### config.mk
export PLATFORM = sky130hd
export DESIGN_NAME = taximeter_core
export DESIGN_NICKNAME = d
export VERILOG_FILES = /design/src/rtl/taximeter_pkg.sv /design/src/rtl/taximeter_satcnt.sv /design/src/rtl/taximeter_core.sv
export SDC_FILE = /design/constraint.sdc
export NUM_CORES = 1
export LEC_CHECK = 0
export BUFFER_PORTS_ARGS = -buffer_cell sky130_fd_sc_hd__buf_2
export CORE_MARGIN = 3
export CORE_UTILIZATION = 59
export CTS_CLUSTER_DIAMETER = 40
export DETAILED_ROUTE_END_ITERATION = 10
export PLACE_DENSITY = 0.88
export SYNTH_ARGS = -nofsm -noshare
export SYNTH_HDL_FRONTEND = slang
export SYNTH_SLANG_ARGS = --single-unit
### constraint.sdc
create_clock -name clk -period 2.7 [get_ports clk]
set_input_delay 0.27 -clock clk [delete_from_list [all_inputs] [get_ports clk]]
set_output_delay 0.27 -clock clk [all_outputs]
set_load 0.05 [all_outputs]
### src/rtl/taximeter_pkg.sv
// taximeter_pkg: state encoding, fare defaults and display limits
// shared by the taximeter core and its saturating counters.
package taximeter_pkg;

  typedef enum logic [1:0] {
    IDLE = 2'b00,
    RUN  = 2'b01,
    WAIT = 2'b10,
    STOP = 2'b11
  } state_t;

  localparam int BASE_FARE_DEF = 10;
  localparam int BASE_KM_DEF   = 3;
  localparam int KM_RATE_DEF   = 2;
  localparam int WAIT_RATE_DEF = 1;

  localparam int MIL_MAX  = 99;
  localparam int TIME_MAX = 59;
  localparam int COST_MAX = 999;

endpackage

### src/rtl/taximeter_satcnt.sv
// taximeter_satcnt: saturating accumulator with clear, load and
// a one-bit-wider sum so overflow past MAX clamps exactly to MAX.
module taximeter_satcnt
  import taximeter_pkg::*;
#(
  parameter int W   = 8,
  parameter int MAX = MIL_MAX
) (
  input  logic         clk,
  input  logic         rst_n,
  input  logic         clr,
  input  logic         load,
  input  logic         en,
  input  logic [W-1:0] load_val,
  input  logic [W-1:0] inc,
  output logic [W-1:0] q
);

  logic [W:0] sum;

  assign sum = {1'b0, q} + {1'b0, inc};

  always_ff @(posedge clk or negedge rst_n) begin
    if (!rst_n) begin
      q <= '0;
    end else if (clr) begin
      q <= '0;
    end else if (load) begin
      q <= load_val;
    end else if (en) begin
      q <= (sum > (W+1)'(MAX)) ? W'(MAX) : sum[W-1:0];
    end
  end

endmodule

### src/rtl/taximeter_core.sv
// taximeter_core: trip FSM with command priority decode, driving
// saturating counters for distance, waiting time and fare.
module taximeter_core
  import taximeter_pkg::*;
#(
  parameter int BASE_FARE = BASE_FARE_DEF,
  parameter int BASE_KM   = BASE_KM_DEF,
  parameter int KM_RATE   = KM_RATE_DEF,
  parameter int WAIT_RATE = WAIT_RATE_DEF
) (
  input  logic        clk,
  input  logic        rst_n,
  input  logic        km_pulse,
  input  logic        tick_min,
  input  logic        start,
  input  logic        pause,
  input  logic        stop,
  input  logic        clear,
  output logic [7:0]  mil,
  output logic [6:0]  timee,
  output logic [10:0] cost,
  output logic [1:0]  state
);

  logic   rst_q1, rst_q2;
  state_t st, st_nx;
  logic   c_clr, c_stp, c_pse, c_srt;
  logic   any_cmd, ld;
  logic   km_en, tk_en, fare_en;
  logic   mil_room, past_base;
  logic [10:0] fare_inc;

  // assert asynchronously, release two edges later
  always_ff @(posedge clk or negedge rst_n) begin
    if (!rst_n) begin
      {rst_q2, rst_q1} <= 2'b00;
    end else begin
      {rst_q2, rst_q1} <= {rst_q1, 1'b1};
    end
  end

  assign c_clr   = clear;
  assign c_stp   = stop & ~clear;
  assign c_pse   = pause & ~stop & ~clear;
  assign c_srt   = start & ~pause & ~stop & ~clear;
  assign any_cmd = start | pause | stop | clear;

  always_ff @(posedge clk or negedge rst_q2) begin
    if (!rst_q2) begin
      st <= IDLE;
    end else begin
      st <= st_nx;
    end
  end

  always_comb begin
    st_nx = st;
    ld    = 1'b0;
    unique case (1'b1)
      c_clr: st_nx = IDLE;
      c_stp: if (st == RUN || st == WAIT) st_nx = STOP;
      c_pse: if (st == RUN) st_nx = WAIT;
      c_srt: begin
        if (st == IDLE || st == STOP) begin
          st_nx = RUN;
          ld    = 1'b1;
        end else if (st == WAIT) begin
          st_nx = RUN;
        end
      end
      default: ;
    endcase
  end

  // any command pulse swallows a coincident km/minute event
  assign km_en     = (st == RUN) & km_pulse & ~any_cmd;
  assign tk_en     = (st == WAIT) & tick_min & ~any_cmd;
  assign mil_room  = mil < 8'(MIL_MAX);
  assign past_base = (int'(mil) + 1) > BASE_KM;
  assign fare_en   = (km_en & mil_room & past_base) | tk_en;
  assign fare_inc  = tk_en ? 11'(WAIT_RATE) : 11'(KM_RATE);
  assign state     = st;

  taximeter_satcnt #(.W(8), .MAX(MIL_MAX)) u_mil (
    .clk      (clk),
    .rst_n    (rst_q2),
    .clr      (c_clr),
    .load     (ld),
    .en       (km_en),
    .load_val (8'd0),
    .inc      (8'd1),
    .q        (mil)
  );

  taximeter_satcnt #(.W(7), .MAX(TIME_MAX)) u_time (
    .clk      (clk),
    .rst_n    (rst_q2),
    .clr      (c_clr),
    .load     (ld),
    .en       (tk_en),
    .load_val (7'd0),
    .inc      (7'd1),
    .q        (timee)
  );

  taximeter_satcnt #(.W(11), .MAX(COST_MAX)) u_cost (
    .clk      (clk),
    .rst_n    (rst_q2),
    .clr      (c_clr),
    .load     (ld),
    .en       (fare_en),
    .load_val (11'(BASE_FARE)),
    .inc      (fare_inc),
    .q        (cost)
  );

endmodule

Word-level counts from Yosys, hierarchy flattened
Cells that the tools add are included.
W data, S select, Z words.
Storage, ports and cells
  logic and storage cells: 69
  output and inout port bits: 28
  register bits after elaboration: 30
Cells by class
  equality and inequality tests: 6
  reduce and logical (&&, ||, !) cells: 8
  multiplexer cells: 20
  bitwise logic cells: 20
  add/subtract/negate cells: 4
  order comparisons: 5
Operators with widths (count)
  $mux W11: 4
  $mux W8: 4
  $mux W7: 4
  $add A8 B1 Y9 const B: 2
  $add A11 B2 Y12: 1
  $and A1 B1 Y1: 12
  $gt A12 B10 Y1 const B: 1
  $mux W2: 5
  $gt A9 B2 Y1 const B: 1
  $gt A9 B7 Y1 const B: 1
  $reduce_bool A3 Y1: 3
  $add A7 B1 Y8 const B: 1
  $gt A8 B6 Y1 const B: 1
  $lt A8 B7 Y1 const B: 1
  $pmux W2 S4: 1
  $eq A2 B2 Y1 const B: 2
  $ne A2 B1 Y1 const B: 2
  $not A1 Y1: 4
  $or A1 B1 Y1: 4
  $reduce_and A4 Y1: 1
  $reduce_bool A4 Y1: 1
  $ne A3 B1 Y1 const B: 1
  $eq A2 B1 Y1 const B: 1
  $logic_not A2 Y1: 1
  2 further kinds: 4

Depth between registers and ports, before layout
Gate-level depths: netlist of run 1.
  depth after elaboration: 12
  depth in mapped cells: 14
  mapped depth without buffers: 13

By module
From an unflattened synthesis of run 1, not the netlist that was laid out.
Second synthesis, totals
  cells, all modules: 335
  area total of the unflattened synthesis: 2909.0 um^2
Modules (own cells, without submodules)
  taximeter_satcnt at u_cost: cells an instance 137, area an instance 1153.6 um^2, times used 1
  taximeter_satcnt at u_mil: cells an instance 80, area an instance 772.0 um^2, times used 1
  taximeter_satcnt at u_time: cells an instance 76, area an instance 655.6 um^2, times used 1
  taximeter_core: cells an instance 42, area an instance 327.8 um^2, times used 1

Worst setup path before layout of run 1
No wires, ideal clock.
  path kind: flip-flop to flip-flop
  from: register st[0], in the netlist state[0]
  to: register u_cost.q[1]
  cell stages (with the launch flop): 14
  arrival time: 3.041 ns
  library setup time: 0.104 ns
  data required time: 2.596 ns
  setup slack: -0.444 ns
  buffers on the path: 0
  cells stage by stage: dfrtp_1 -> inv_1 -> ha_1 -> nand3_2 -> inv_1 -> ha_1 -> ha_1 -> or2_2 -> o31a_1 -> nand2_1 -> xor2_1 -> nor4_2 -> a21oi_1 -> a221oi_1
Between the ends
  longest elaborated chain between the ends: 10
  elaborated cells on any way between the ends: 22
  those cells by class: add/sub (1); order compare (1); eq/ne (3); mux (7); bitwise (7); reduce/logical (3)
Ends and longest elaborated chain
  start: declaration: line taximeter_core.sv:26  | state_t st, st_nx;
  start signal: assignment: line taximeter_core.sv:52  | st <= st_nx;
  $eq A2 B2 Y1: line taximeter_core.sv:77  | assign tk_en = (st == WAIT) & tick_min & ~any_cmd;
  $and A1 B1 Y1 (2 in a row): line taximeter_core.sv:77
  $mux W2: line taximeter_core.sv:81  | assign fare_inc = tk_en ? 11'(WAIT_RATE) : 11'(KM_RATE);
  $add A11 B2 Y12: line taximeter_satcnt.sv:21  | assign sum = {1'b0, q} + {1'b0, inc};
  $gt A12 B10 Y1: line taximeter_satcnt.sv:31  | q <= (sum > (W+1)'(MAX)) ? W'(MAX) : sum[W-1:0];
  $mux W11: line taximeter_satcnt.sv:31
  $mux W11: line taximeter_satcnt.sv:30  | end else if (en) begin
  $mux W11: line taximeter_satcnt.sv:28  | end else if (load) begin
  $mux W11: line taximeter_satcnt.sv:26  | end else if (clr) begin
  end signal: assignment: line taximeter_satcnt.sv:29  | q <= load_val;
  end signal: assignment: line taximeter_satcnt.sv:31
  end: declaration: line taximeter_satcnt.sv:16  | output logic [W-1:0] q
Several ways; a longest one is shown, not always the timed one. The select of a mux whose other input is x is not followed.
A chain may end at the register's enable or synchronous reset.

Final worst setup path of run 1
  from: register st[0], in the netlist state[0]
  to: register u_cost.q[0]
The elaborated chain is that of the path after synthesis.

==> impl_metrics.sql, run 1 <==
INSERT INTO impl_metrics (metric_group, metric, value, unit) VALUES
('synthesis', 'synth_enable_flop_cells', '0', ''),
('grt', 'globalRoute.totalOverflow', '0', ''),
('route', 'drc', '0', ''),
('clock_network', 'clockRootBuffer', 'sky130_fd_sc_hd__clkbuf_4', ''),
('die', 'floorplan.io_pins', '36', ''),
('synthesis', 'synth_seq_cells', '30', ''),
('synthesis', 'yosysSeqAreaShare', '35.9', '%'),
('grt', 'grt_pass1_wl', '8720', 'um'),
('route', 'drt_iter0_markers', '206', ''),
('synthesis', 'ys_types', '57', ''),
('sta', 'rsz0062_at_grt', 'yes', ''),
('sta', 'final_critical_path_time_including_i_o_delays_and_setup', '2630', 'ps'),
('die', 'fp.coreArea', '3390', 'um2'),
('final_layout', 'filler_cell_count', '233', ''),
('sta', 'timing.final.max_slew_violations', '0', ''),
('final_layout', 'layout_commonest_cell', 'sky130_fd_sc_hd__buf_2', ''),
('clock_network', 'clk_pin_slew', '90', 'ps'),
('worst_setup_path', 'terminus_of_the_critical_flop_to_flop_path', 'u_cost.q[0]', ''),
('grt', 'grtUsageTotal', '25.9', '%'),
('outcome', 'status', 'complete, no violations', ''),
('clock_network', 'cts_max_level', '2', ''),
('die', 'floorplan.die.width', '65.6', 'um'),
('sta', 'final_min_period_over_clock_period', '97.5', '%'),
('placed_design', 'detailedPlacementHpwl', '3810', 'um'),
('route', 'detail_route.wirelength', '5160', 'um'),
('sta', 'worst_clock_skew', '11.4', 'ps'),
('synthesis', 'synth_top_area_cell', 'sky130_fd_sc_hd__dfrtp_1', ''),
('route', 'detailedRoute.firstPassIterationCount', '5', ''),
('final_layout', 'flow.area_growth_from_synthesis', '25.2', '%'),
('synthesis', 'ys.warnings.count', '0', ''),
('worst_setup_path', 'crit_path_end_kind', 'flip-flop', ''),
('worst_setup_path', 'timing.critical_path.from_type', 'flip-flop', ''),
('synthesis', 'synth-async-reset-ratio', '100', '%'),
('synthesis', 'synth_area_per_cell', '8.41', 'um2'),
('sta', 'hold_slack', '34.9', 'ps'),
('final_layout', 'layout.cells.most_common_list', 'sky130_fd_sc_hd__buf_2 (35), sky130_fd_sc_hd__dfrtp_1 (28), sky130_fd_sc_hd__nand2_1 (27), sky130_fd_sc_hd__buf_4 (21), sky130_fd_sc_hd__nor2_1 (19)', ''),
('worst_setup_path', 'critPathMaxFanout', '6', ''),
('worst_setup_path', 'worst-r2r-cell-count', '13', ''),
('clock_network', 'worstSkewPairLatency', '340', 'ps'),
('clock_network', 'clock_sinks', '30', ''),
('final_layout', 'n_antenna_cell', '0', ''),
('sta', 'report.final.setup_viol', '0', ''),
('worst_setup_path', 'timing.setup.critical_path_class', 'reg2reg', ''),
('grt', 'grt_start_max_net_pins', '27', ''),
('placed_design', 'place_ws', '-47.4', 'ps'),
('die', 'die-area', '4300', 'um2'),
('placed_design', 'io_buffer_count', '35', ''),
('grt', 'grt_pass1_vias', '1925', ''),
('route', 'detail_route.vias_per_cell', '6.06', ''),
('route', 'vias', '2104', ''),
('synthesis', 'post_synth_top_flop', 'sky130_fd_sc_hd__dfrtp_1', ''),
('power', 'static-leakage-power', '1.20', 'nW'),
('worst_setup_path', 'regToRegStartpoint', 'state[0]', ''),
('route', 'drtAntennaViolNets', '0', ''),
('min_path', 'hp-class', 'reg2async', ''),
('sta', 'finalWorstSetupSlack', '66.9', 'ps'),
('grt', 'grt_antenna_before_repair', '0', ''),
('worst_setup_path', 'r2r_setup_slk', '70', 'ps'),
('clock_network', 'clockBufferDepth', '2', ''),
('final_layout', 'fin_nets', '316', ''),
('worst_setup_path', 'crit_arrival', '2860', 'ps'),
('clock_network', 'cts_tree', 'done', ''),
('die', 'placementRows', '21', ''),
('sta', 'timing.final.hold_violations', '0', ''),
('die', 'floorplan.initialDensity', '61.8', '%'),
('synthesis', 'postSynthNetCount', '265', ''),
('synthesis', 'synth.top_cell.area_share', '35.9', '%'),
('worst_setup_path', 'critPathRequiredTime', '2930', 'ps'),
('final_layout', 'layout-drive-gt1-share', '29.2', '%'),
('sta', 'max_freq', '380', 'MHz'),
('placed_design', 'gp_congestion', '0.930', ''),
('synthesis', 'syn_inst', '249', ''),
('die', 'dieHeight', '65.6', 'um'),
('synthesis', 'netlist_top_cells_area', 'sky130_fd_sc_hd__dfrtp_1 (36%), sky130_fd_sc_hd__nand2_1 (4.8%), sky130_fd_sc_hd__ha_1 (4.8%)', ''),
('job', 'max_cap_viol_count', '0', ''),
('synthesis', 'synthesis.area', '2090', 'um2'),
('clock_network', 'cts_made_buffers', '5', ''),
('route', 'detail_route.wl_per_cell', '14.9', 'um'),
('power', 'peakVddDrop', '0.302', 'mV'),
('power', 'power_per_cell_area', '412', 'nW/um2');
==> area by class of cell <==
class | instances | area [um2] | area share (%)
clock inverter | 1 | 5.00 | 0.191
timing repair buffer | 57 | 343 | 13.1
clock buffer | 7 | 55.1 | 2.10
inverter | 15 | 61.3 | 2.34
tap | 46 | 57.6 | 2.20
multi-input combinational | 191 | 1350 | 51.3
sequential | 30 | 753 | 28.7
==> power breakdown <==
group	switching [W]	internal (W)
combinational	0.000194	0.000112
sequential	0.0000223	0.000469
clock	0.000155	0.000126
total	0.000371	0.000707
==> through the flow <==
| stage | instance area, um2 | power (W) | std cells | utilization [%] | setup TNS (ps) |
|---|---|---|---|---|---|
| 6_report | 2620 | 0.00108 | 347 | 77.3 | 0 |
| 5_1_grt | 2620 | 0.00113 | 347 | 77.3 | -144 |
| 4_1_cts | 2570 | 0.00107 | 346 | 75.9 | 0 |
| 3_5_place_dp | 2500 | 0.000793 | 337 | 73.9 | -155 |
| 3_3_place_gp | 2500 | 0.000786 | 337 | 73.9 | -14.6 |
| 2_1_floorplan | 2170 | 0.000702 | 249 | - | 0 |
==> sequential cells by signal, indices dropped and copies added (netlist names) <==
| name | flops |
|---|---|
| u_cost.q | 11 |
| u_mil.q | 8 |
| u_time.q | 7 |
| state | 2 |
| rst_q1 | 1 |
| rst_q2 | 1 |
==> logic make-up after synthesis <==
kind of cell    count (synthesis)  share of synthesized area [%]
mux                             2                          0.956
flops                          30                           35.9
other cells                     1                          0.179
simple gates                   96                           23.6
buf+inv                        28                           5.26
fa+ha+maj                       8                           4.78
compound gates                 75                           25.6
xor+xnor                        9                           3.77
==> cells in the mapped netlist (5+ instances only) <==
master                     number
sky130_fd_sc_hd__inv_1         14
sky130_fd_sc_hd__clkbuf_1       9
sky130_fd_sc_hd__nand3_1       11
sky130_fd_sc_hd__nor2_1        19
sky130_fd_sc_hd__a21oi_1       18
sky130_fd_sc_hd__ha_1           8
sky130_fd_sc_hd__xnor2_1        5
sky130_fd_sc_hd__o21ai_0       11
sky130_fd_sc_hd__nand2_1       27
sky130_fd_sc_hd__nor3_1         6
sky130_fd_sc_hd__and3_1         7
sky130_fd_sc_hd__a31oi_1        6
sky130_fd_sc_hd__dfrtp_1       30
==> metal layers <==
layer	global-route usage, %	routed length (um)	vias up
met3	5.64	317	16
met2	41.5	2550	76
li1	-	-	1024
met4	10.6	98	0
met5	0	0	-
met1	33.9	2200	988
==> worst max path at each step <==
stage                         from  depth (start not counted)          end  slack [ps]
after floorplan              start                         11  u_cost.q[1]           6
after global placement       start                         13  u_cost.q[0]         -10
after detailed placement     start                         13  u_cost.q[3]         -50
after CTS                 state[0]                         13  u_cost.q[3]         100
after global routing      state[0]                         13  u_cost.q[2]         -50
final                     state[0]                         13  u_cost.q[0]          70
==> timing repair <==
item,4_1_cts,5_1_grt
buffers inserted,0,1
setup endpoints to repair,0,4
hold endpoints to repair,2,0
resized for setup,0,7
hold buffers,1,0
==> critical path, stage by stage (launching register included) <==
cell,delay (ps)
sky130_fd_sc_hd__dfrtp_2,440
sky130_fd_sc_hd__inv_2,70
sky130_fd_sc_hd__ha_4,150
sky130_fd_sc_hd__nand3_4,90
sky130_fd_sc_hd__inv_6,100
sky130_fd_sc_hd__ha_4,170
sky130_fd_sc_hd__nor2_1,60
sky130_fd_sc_hd__a41oi_2,200
sky130_fd_sc_hd__buf_4,150
sky130_fd_sc_hd__o2111a_2,230
sky130_fd_sc_hd__xnor2_2,80
sky130_fd_sc_hd__nor4_4,370
sky130_fd_sc_hd__a21oi_1,170
sky130_fd_sc_hd__a221oi_1,250
Note: power is estimated with default switching activity, not from simulation.
==> inputs of run 2 (changes only) <==
--- a/config.mk
+++ b/config.mk
@@ -5,12 +5,13 @@
 export SDC_FILE = /design/constraint.sdc
 export NUM_CORES = 1
 export LEC_CHECK = 0
+export ABC_AREA = 1
 export BUFFER_PORTS_ARGS = -buffer_cell sky130_fd_sc_hd__buf_2
 export CORE_MARGIN = 3
 export CORE_UTILIZATION = 59
 export CTS_CLUSTER_DIAMETER = 40
 export DETAILED_ROUTE_END_ITERATION = 10
-export PLACE_DENSITY = 0.88
+export PLACE_DENSITY = 0.89
 export SYNTH_ARGS = -nofsm -noshare
 export SYNTH_HDL_FRONTEND = slang
 export SYNTH_SLANG_ARGS = --single-unit
==> impl_metrics.sql, run 2 <==
INSERT INTO impl_metrics (metric_group, metric, value, unit) VALUES
('clock_network', 'cts_max_level', '2', ''),
('route', 'detail_route.wirelength', '4670', 'um'),
('grt', 'grt_antenna_before_repair', '0', ''),
('final_layout', 'layout.cells.most_common_list', 'sky130_fd_sc_hd__nand2_1 (64), sky130_fd_sc_hd__inv_1 (38), sky130_fd_sc_hd__buf_2 (35), sky130_fd_sc_hd__dfrtp_1 (30), sky130_fd_sc_hd__nor2_1 (20)', ''),
('placed_design', 'detailedPlacementHpwl', '3510', 'um'),
('grt', 'grt_pass1_wl', '8060', 'um'),
('grt', 'grt_start_max_net_pins', '29', ''),
('clock_network', 'postCtsResizedCells', '0', ''),
('final_layout', 'filler_cell_count', '273', ''),
('placed_design', 'post_dp_cell_area', '2240', 'um2'),
('route', 'drtAntennaViolNets', '0', ''),
('power', 'static-leakage-power', '1.29', 'nW'),
('final_layout', 'flow.area_growth_from_synthesis', '15.3', '%'),
('route', 'wl_met2', '2140', 'um'),
('sta', 'max_freq', '406', 'MHz'),
('die', 'placementRows', '20', ''),
('sta', 'final_critical_path_time_including_i_o_delays_and_setup', '2460', 'ps'),
('synthesis', 'synth_most_common_cell', 'sky130_fd_sc_hd__nand2_1', ''),
('route', 'vias', '1927', ''),
('placed_design', 'gp_congestion', '0.925', ''),
('synthesis', 'post_synth_top_flop', 'sky130_fd_sc_hd__dfrtp_1', ''),
('grt', 'grtUsageTotal', '25.0', '%'),
('synthesis', 'postSynthNetCount', '277', ''),
('worst_setup_path', 'slowest_delay', '400', 'ps'),
('die', 'fp.coreArea', '3150', 'um2'),
('die', 'floorplan.io_pins', '36', ''),
('synthesis', 'synthTopCellsByCount', 'sky130_fd_sc_hd__nand2_1 (64), sky130_fd_sc_hd__inv_1 (38), sky130_fd_sc_hd__dfrtp_1 (30)', ''),
('synthesis', 'synth_area_per_cell', '7.66', 'um2'),
('clock_network', 'clock_sinks', '30', ''),
('final_layout', 'largest_register_ff_count', '11', ''),
('worst_setup_path', 'critPathRequiredTime', '2920', 'ps'),
('worst_setup_path', 'critPathMaxFanout', '8', ''),
('die', 'floorplan.initialDensity', '63.4', '%'),
('sta', 'setup-tns-final', '0', 'ps'),
('worst_setup_path', 'crit_arrival', '2690', 'ps'),
('clock_network', 'cts_made_buffers', '5', ''),
('worst_setup_path', 'cpMaxStageDelayCell', 'sky130_fd_sc_hd__dfrtp_1', ''),
('worst_setup_path', 'crit_path_end_kind', 'flip-flop', ''),
('min_path', 'hp-class', 'reg2async', ''),
('grt', 'grt_pass1_vias', '1834', ''),
('clock_network', 'worstSkewPairLatency', '340', 'ps'),
('synthesis', 'yosysSeqAreaShare', '37.5', '%'),
('die', 'floorplan.die.width', '64.2', 'um'),
('final_layout', 'final_core_util', '73.1', '%'),
('final_layout', 'layout_commonest_cell', 'sky130_fd_sc_hd__nand2_1', ''),
('route', 'detail_route.vias_per_cell', '5.52', ''),
('synthesis', 'syn_inst', '261', ''),
('synthesis', 'ys.warnings.count', '0', ''),
('die', 'die-area', '4120', 'um2'),
('sta', 'timing.final.hold_violations', '0', ''),
('final_layout', 'biggestRegsByFlops', 'u_cost.q x11, u_mil.q x8, u_time.q x7', ''),
('power', 'power', '0.000920', 'W'),
('synthesis', 'synth_seq_cells', '30', ''),
('final_layout', 'layout-drive-gt1-share', '23.0', '%'),
('sta', 'final_min_period_over_clock_period', '91.2', '%'),
('sta', 'rsz0062_at_grt', 'no', ''),
('route', 'drt_iter0_markers', '134', ''),
('synthesis', 'netlist_top_cells_area', 'sky130_fd_sc_hd__dfrtp_1 (38%), sky130_fd_sc_hd__nand2_1 (12%), sky130_fd_sc_hd__inv_1 (7.1%)', ''),
('placed_design', 'place_ws', '290', 'ps'),
('job', 'max_cap_viol_count', '0', ''),
('worst_setup_path', 'path_cells', 'inv_1, ha_1, nand2_1, inv_1, nand3_4, inv_4, ha_1, ha_1, inv_1, nand2_4, nand3_1, o21ai_1, nand2_1, nor2_2, nand2_4, nand3_1, nand2_1, nand2_1, nand2_1', ''),
('synthesis', 'synthesis.area', '2000', 'um2'),
('worst_setup_path', 'timing.setup.critical_path_class', 'reg2reg', ''),
('sta', 'worst_clock_skew', '15.1', 'ps'),
('final_layout', 'fin_nets', '322', ''),
('power', 'peakVddDrop', '0.329', 'mV'),
('worst_setup_path', 'timing.critical_path.from_type', 'flip-flop', ''),
('clock_network', 'cts_tree', 'done', ''),
('placed_design', 'io_buffer_count', '35', ''),
('route', 'detailedRoute.firstPassIterationCount', '4', ''),
('final_layout', 'largest-register', 'u_cost.q', ''),
('synthesis', 'synth-async-reset-ratio', '100', '%'),
('synthesis', 'synth_enable_flop_cells', '0', ''),
('synthesis', 'synth_top_area_cell', 'sky130_fd_sc_hd__dfrtp_1', ''),
('sta', 'timing.final.max_slew_violations', '0', ''),
('final_layout', 'layout.cell_area.non_filler', '2310', 'um2'),
('power', 'power_per_cell_area', '399', 'nW/um2'),
('sta', 'timing_worst_slew_pin_value', '500', 'ps'),
('sta', 'finalWorstSetupSlack', '237', 'ps'),
('route', 'detail_route.wl_per_cell', '13.4', 'um'),
('route', 'drc', '0', ''),
('route', 'met1Wirelength', '2120', 'um'),
('clock_network', 'clockRootBuffer', 'sky130_fd_sc_hd__clkbuf_4', ''),
('synthesis', 'ys_types', '36', ''),
('sta', 'report.final.setup_viol', '0', ''),
('final_layout', 'n_antenna_cell', '0', ''),
('grt', 'globalRoute.totalOverflow', '0', ''),
('route', 'dr.max_layer_used', 'met4', ''),
('sta', 'timing.slew.headroom', '66.4', '%'),
('route', 'detailroute.wirelength.met3', '340', 'um'),
('worst_setup_path', 'worst_path_most_repeated_cell', 'sky130_fd_sc_hd__nand2_1', ''),
('clock_network', 'clockBufferDepth', '2', ''),
('outcome', 'status', 'complete, no violations', ''),
('synthesis', 'synth.top_cell.area_share', '37.5', '%'),
('clock_network', 'clk_pin_slew', '100', 'ps'),
('die', 'dieHeight', '64.2', 'um');
## run 2: layer usage
metal | GRT usage (%) | vias to the layer above
li1 | - | 946
met1 | 32.5 | 902
met2 | 40.0 | 69
met3 | 6.33 | 10
met4 | 9.50 | 0
met5 | 0 | -
## run 2: final cells by class
cell class              instances  area (um2)  area share, %
multi-input cells             187        1080           46.9
flip-flops and latches         30         751           32.6
repair buffers                 38         200           8.68
inverters                      44         168           7.27
well taps                      44        55.1           2.39
clock buffers                   6        51.3           2.22
## run 2: stage by stage
stage,hold slack [ps],cells
after floorplan,-25.6,261
after detailed placement,56.7,342
after global routing,231,349
final,232,349
after global placement,55.1,342
after CTS,234,349
## run 2: report_power, final
group | switching, W | internal [W] | total (W)
Clock | 0.000153 | 0.000117 | 0.000270
Sequential | 0.0000132 | 0.000462 | 0.000475
Combinational | 0.000126 | 0.0000482 | 0.000175
## run 2: final timing paths
path,startpoint,end,slack (ps),cells past startpoint
min,rst_q2,u_cost.q[6],230,1
max,state[0],u_cost.q[3],240,19
min in group clk,clear,u_cost.q[3],310,4
max in group asynchronous,rst_q2,u_mil.q[0],2180,1
min reg2reg,rst_q2,u_cost.q[6],230,1
max reg2reg,state[0],u_cost.q[3],240,19
## run 2: critical path, delay by kind of cell (launching register included)
family          cells  cell delay [ps]
simple gates       11              970
flops               1              400
buf+inv             4              340
compound gates      1              150
fa+ha+maj           3              480
## run 2: cell families (layout without fill, tap and decap cells)
| kind of cell | after synthesis | after routing | share of synthesized area [%] |
|---|---|---|---|
| AO/OA/AOI/OAI | 35 | 35 | 11.0 |
| XOR/XNOR | 10 | 10 | 4.38 |
| adder cells (fa/ha/maj) | 8 | 8 | 5.01 |
| buffers and inverters | 44 | 88 | 8.39 |
| flip-flops | 30 | 30 | 37.5 |
| other | 1 | 1 | 0.188 |
| AND/OR/NAND/NOR | 133 | 133 | 33.5 |
## run 2: what timing repair did
action                                 in CTS  in global routing
endpoints found under the hold margin       2                  0
hold buffers                                1                  0
setup endpoints to repair                   0                  0
buffers inserted                            0                  0
==> inputs of run 3 (changes only) <==
--- a/config.mk
+++ b/config.mk
@@ -9,6 +9,7 @@
 export BUFFER_PORTS_ARGS = -buffer_cell sky130_fd_sc_hd__buf_2
 export CORE_MARGIN = 3
 export CORE_UTILIZATION = 59
+export CTS_BUF_LIST = sky130_fd_sc_hd__clkbuf_16
 export CTS_CLUSTER_DIAMETER = 40
 export DETAILED_ROUTE_END_ITERATION = 10
 export PLACE_DENSITY = 0.89
==> impl_metrics.sql, run 3 (synthesis gave the netlist of run 2 again) <==
INSERT INTO impl_metrics (metric_group, metric, value, unit) VALUES
('worst_setup_path', 'critPathLaunch', 'state[0]', ''),
('placed_design', 'post_dp_cell_area', '2240', 'um2'),
('final_layout', 'layout.cell_area.non_filler', '2380', 'um2'),
('grt', 'grtUsageTotal', '26.0', '%'),
('die', 'dieHeight', '64.2', 'um'),
('worst_setup_path', 'timing.critical_path.from_type', 'flip-flop', ''),
('grt', 'grt_start_max_net_pins', '29', ''),
('final_layout', 'fin_nets', '322', ''),
('clock_network', 'clk_pin_slew', '50', 'ps'),
('final_layout', 'layout.cells.most_common_list', 'sky130_fd_sc_hd__nand2_1 (64), sky130_fd_sc_hd__inv_1 (38), sky130_fd_sc_hd__buf_2 (35), sky130_fd_sc_hd__dfrtp_1 (30), sky130_fd_sc_hd__nor2_1 (20)', ''),
('sta', 'hold_slack', '242', 'ps'),
('placed_design', 'io_buffer_count', '35', ''),
('worst_setup_path', 'critPathMaxFanout', '8', ''),
('sta', 'report.final.setup_viol', '0', ''),
('final_layout', 'largest-register', 'u_cost.q', ''),
('route', 'detail_route.wirelength', '4720', 'um'),
('final_layout', 'instances_no_fill', '349', ''),
('worst_setup_path', 'slowest_delay', '390', 'ps'),
('clock_network', 'clockBufferDepth', '2', ''),
('die', 'floorplan.initialDensity', '63.4', '%'),
('placed_design', 'gp_congestion', '0.925', ''),
('placed_design', 'dp_cells', '342', ''),
('route', 'detail_route.wl_per_cell', '13.5', 'um'),
('sta', 'rsz0062_at_grt', 'no', ''),
('sta', 'timing.slew.headroom', '66.9', '%'),
('worst_setup_path', 'crit_path_end_kind', 'flip-flop', ''),
('clock_network', 'worstSkewPairLatency', '270', 'ps'),
('grt', 'grt_pass1_wl', '8330', 'um'),
('final_layout', 'flow.area_growth_from_synthesis', '19.2', '%'),
('grt', 'grt_most_used_layer', 'met2', ''),
('worst_setup_path', 'timing.setup.critical_path_class', 'reg2reg', ''),
('grt', 'met1_track_usage_gr', '34.2', '%'),
('worst_setup_path', 'regToRegStartpoint', 'state[0]', ''),
('clock_network', 'cts_made_buffers', '5', ''),
('sta', 'final_min_period_over_clock_period', '92.6', '%'),
('sta', 'setup-tns-final', '0', 'ps'),
('route', 'drc', '0', ''),
('die', 'floorplan.die.width', '64.2', 'um'),
('final_layout', 'n_antenna_cell', '0', ''),
('worst_setup_path', 'crit_arrival', '2660', 'ps'),
('final_layout', 'largest_register_ff_count', '11', ''),
('grt', 'grt_pass1_vias', '1836', ''),
('grt', 'grtUsageMet3', '6.33', '%'),
('sta', 'worst_clock_skew', '2.39', 'ps'),
('route', 'detail_route.vias_per_cell', '5.56', ''),
('route', 'detailedRoute.firstPassIterationCount', '4', ''),
('grt', 'globalRoute.totalOverflow', '0', ''),
('die', 'die-area', '4120', 'um2'),
('worst_setup_path', 'worst_path_most_repeated_cell', 'sky130_fd_sc_hd__nand2_1', ''),
('power', 'peakVddDrop', '0.490', 'mV'),
('sta', 'max_freq', '400', 'MHz'),
('clock_network', 'clockRootBuffer', 'sky130_fd_sc_hd__clkbuf_16', ''),
('die', 'placementRows', '20', ''),
('clock_network', 'cts_tree', 'done', ''),
('grt', 'grt_antenna_before_repair', '0', ''),
('route', 'drtAntennaViolNets', '0', ''),
('outcome', 'status', 'complete, no violations', ''),
('min_path', 'hp-class', 'reg2async', ''),
('die', 'floorplan.io_pins', '36', ''),
('worst_setup_path', 'worst-r2r-cell-count', '19', ''),
('grt', 'met2_track_utilization_from_global_routing', '41.5', '%'),
('worst_setup_path', 'critPathRequiredTime', '2860', 'ps'),
('sta', 'timing.final.hold_violations', '0', ''),
('placed_design', 'detailedPlacementHpwl', '3510', 'um'),
('worst_setup_path', 'path_cells', 'inv_1, ha_1, nand2_1, inv_1, nand3_4, inv_4, ha_1, ha_1, inv_1, nand2_4, nand3_1, o21ai_1, nand2_1, nor2_2, nand2_4, nand3_1, nand2_1, nand2_1, nand2_1', ''),
('sta', 'final_critical_path_time_including_i_o_delays_and_setup', '2500', 'ps'),
('clock_network', 'cts_max_level', '2', ''),
('clock_network', 'clock_sinks', '30', ''),
('final_layout', 'layout-drive-gt1-share', '22.6', '%'),
('worst_setup_path', 'cpMaxStageDelayCell', 'sky130_fd_sc_hd__dfrtp_1', ''),
('sta', 'timing.final.max_slew_violations', '0', ''),
('final_layout', 'layout_commonest_cell', 'sky130_fd_sc_hd__nand2_1', ''),
('sta', 'timing_worst_slew_pin_value', '493', 'ps'),
('die', 'fp.coreArea', '3150', 'um2'),
('job', 'max_cap_viol_count', '0', ''),
('power', 'power_per_cell_area', '485', 'nW/um2'),
('route', 'drt_iter0_markers', '168', ''),
('final_layout', 'final_core_util', '75.6', '%'),
('route', 'vias', '1942', ''),
('power', 'static-leakage-power', '1.32', 'nW'),
('final_layout', 'biggestRegsByFlops', 'u_cost.q x11, u_mil.q x8, u_time.q x7', '');
## run 3: layer usage
metal,vias up,wire length (um)
li1,944,-
met1,912,2030
met2,77,2180
met3,9,425
met4,0,83
met5,-,0
## run 3: worst paths after layout
path	to	slack, ps
max in group asynchronous	u_time.q[0]	2190
hold / removal	u_cost.q[6]	240
setup reg to reg	u_cost.q[3]	200
min in group clk	rst_q2	350
setup / recovery	u_cost.q[3]	200
hold reg to reg	u_cost.q[6]	240
## run 3: what timing repair did
| action | in CTS | in global routing |
|---|---|---|
| hold endpoints to repair | 2 | 0 |
| setup buffers | 0 | 0 |
| hold buffers | 1 | 0 |
| resized for setup | 0 | 0 |
## run 3: power by group
group          switching (W)  internal (W)  total (W)
sequential         0.0000138      0.000464   0.000477
clock               0.000179      0.000326   0.000505
combinational       0.000126     0.0000480   0.000174
## run 3: cell type report
| cell class | count | area [um2] |
|---|---|---|
| Sequential cell | 30 | 751 |
| Multi-Input combinational cell | 187 | 1080 |
| Tap cell | 44 | 55.1 |
| Clock buffer | 5 | 125 |
| Fill cell | 259 | 769 |
| Clock inverter | 1 | 3.75 |
| Inverter | 44 | 168 |
| Timing Repair Buffer | 38 | 200 |
## run 3: critical path, delay by kind of cell, from the launching register on
kind	cells	cell delay (ps)
AND/OR/NAND/NOR	11	990
AO/OA/AOI/OAI	1	160
adder cells (fa/ha/maj)	3	500
flip-flops	1	390
buffers and inverters	4	340
## run 3: metrics by stage
stage	setup WS (ps)	total power (W)
global placement	339	0.000655
global route	26.0	0.00121
detailed placement	290	0.000656
floorplan	170	0.000610
CTS	219	0.00116
finish	199	0.00116
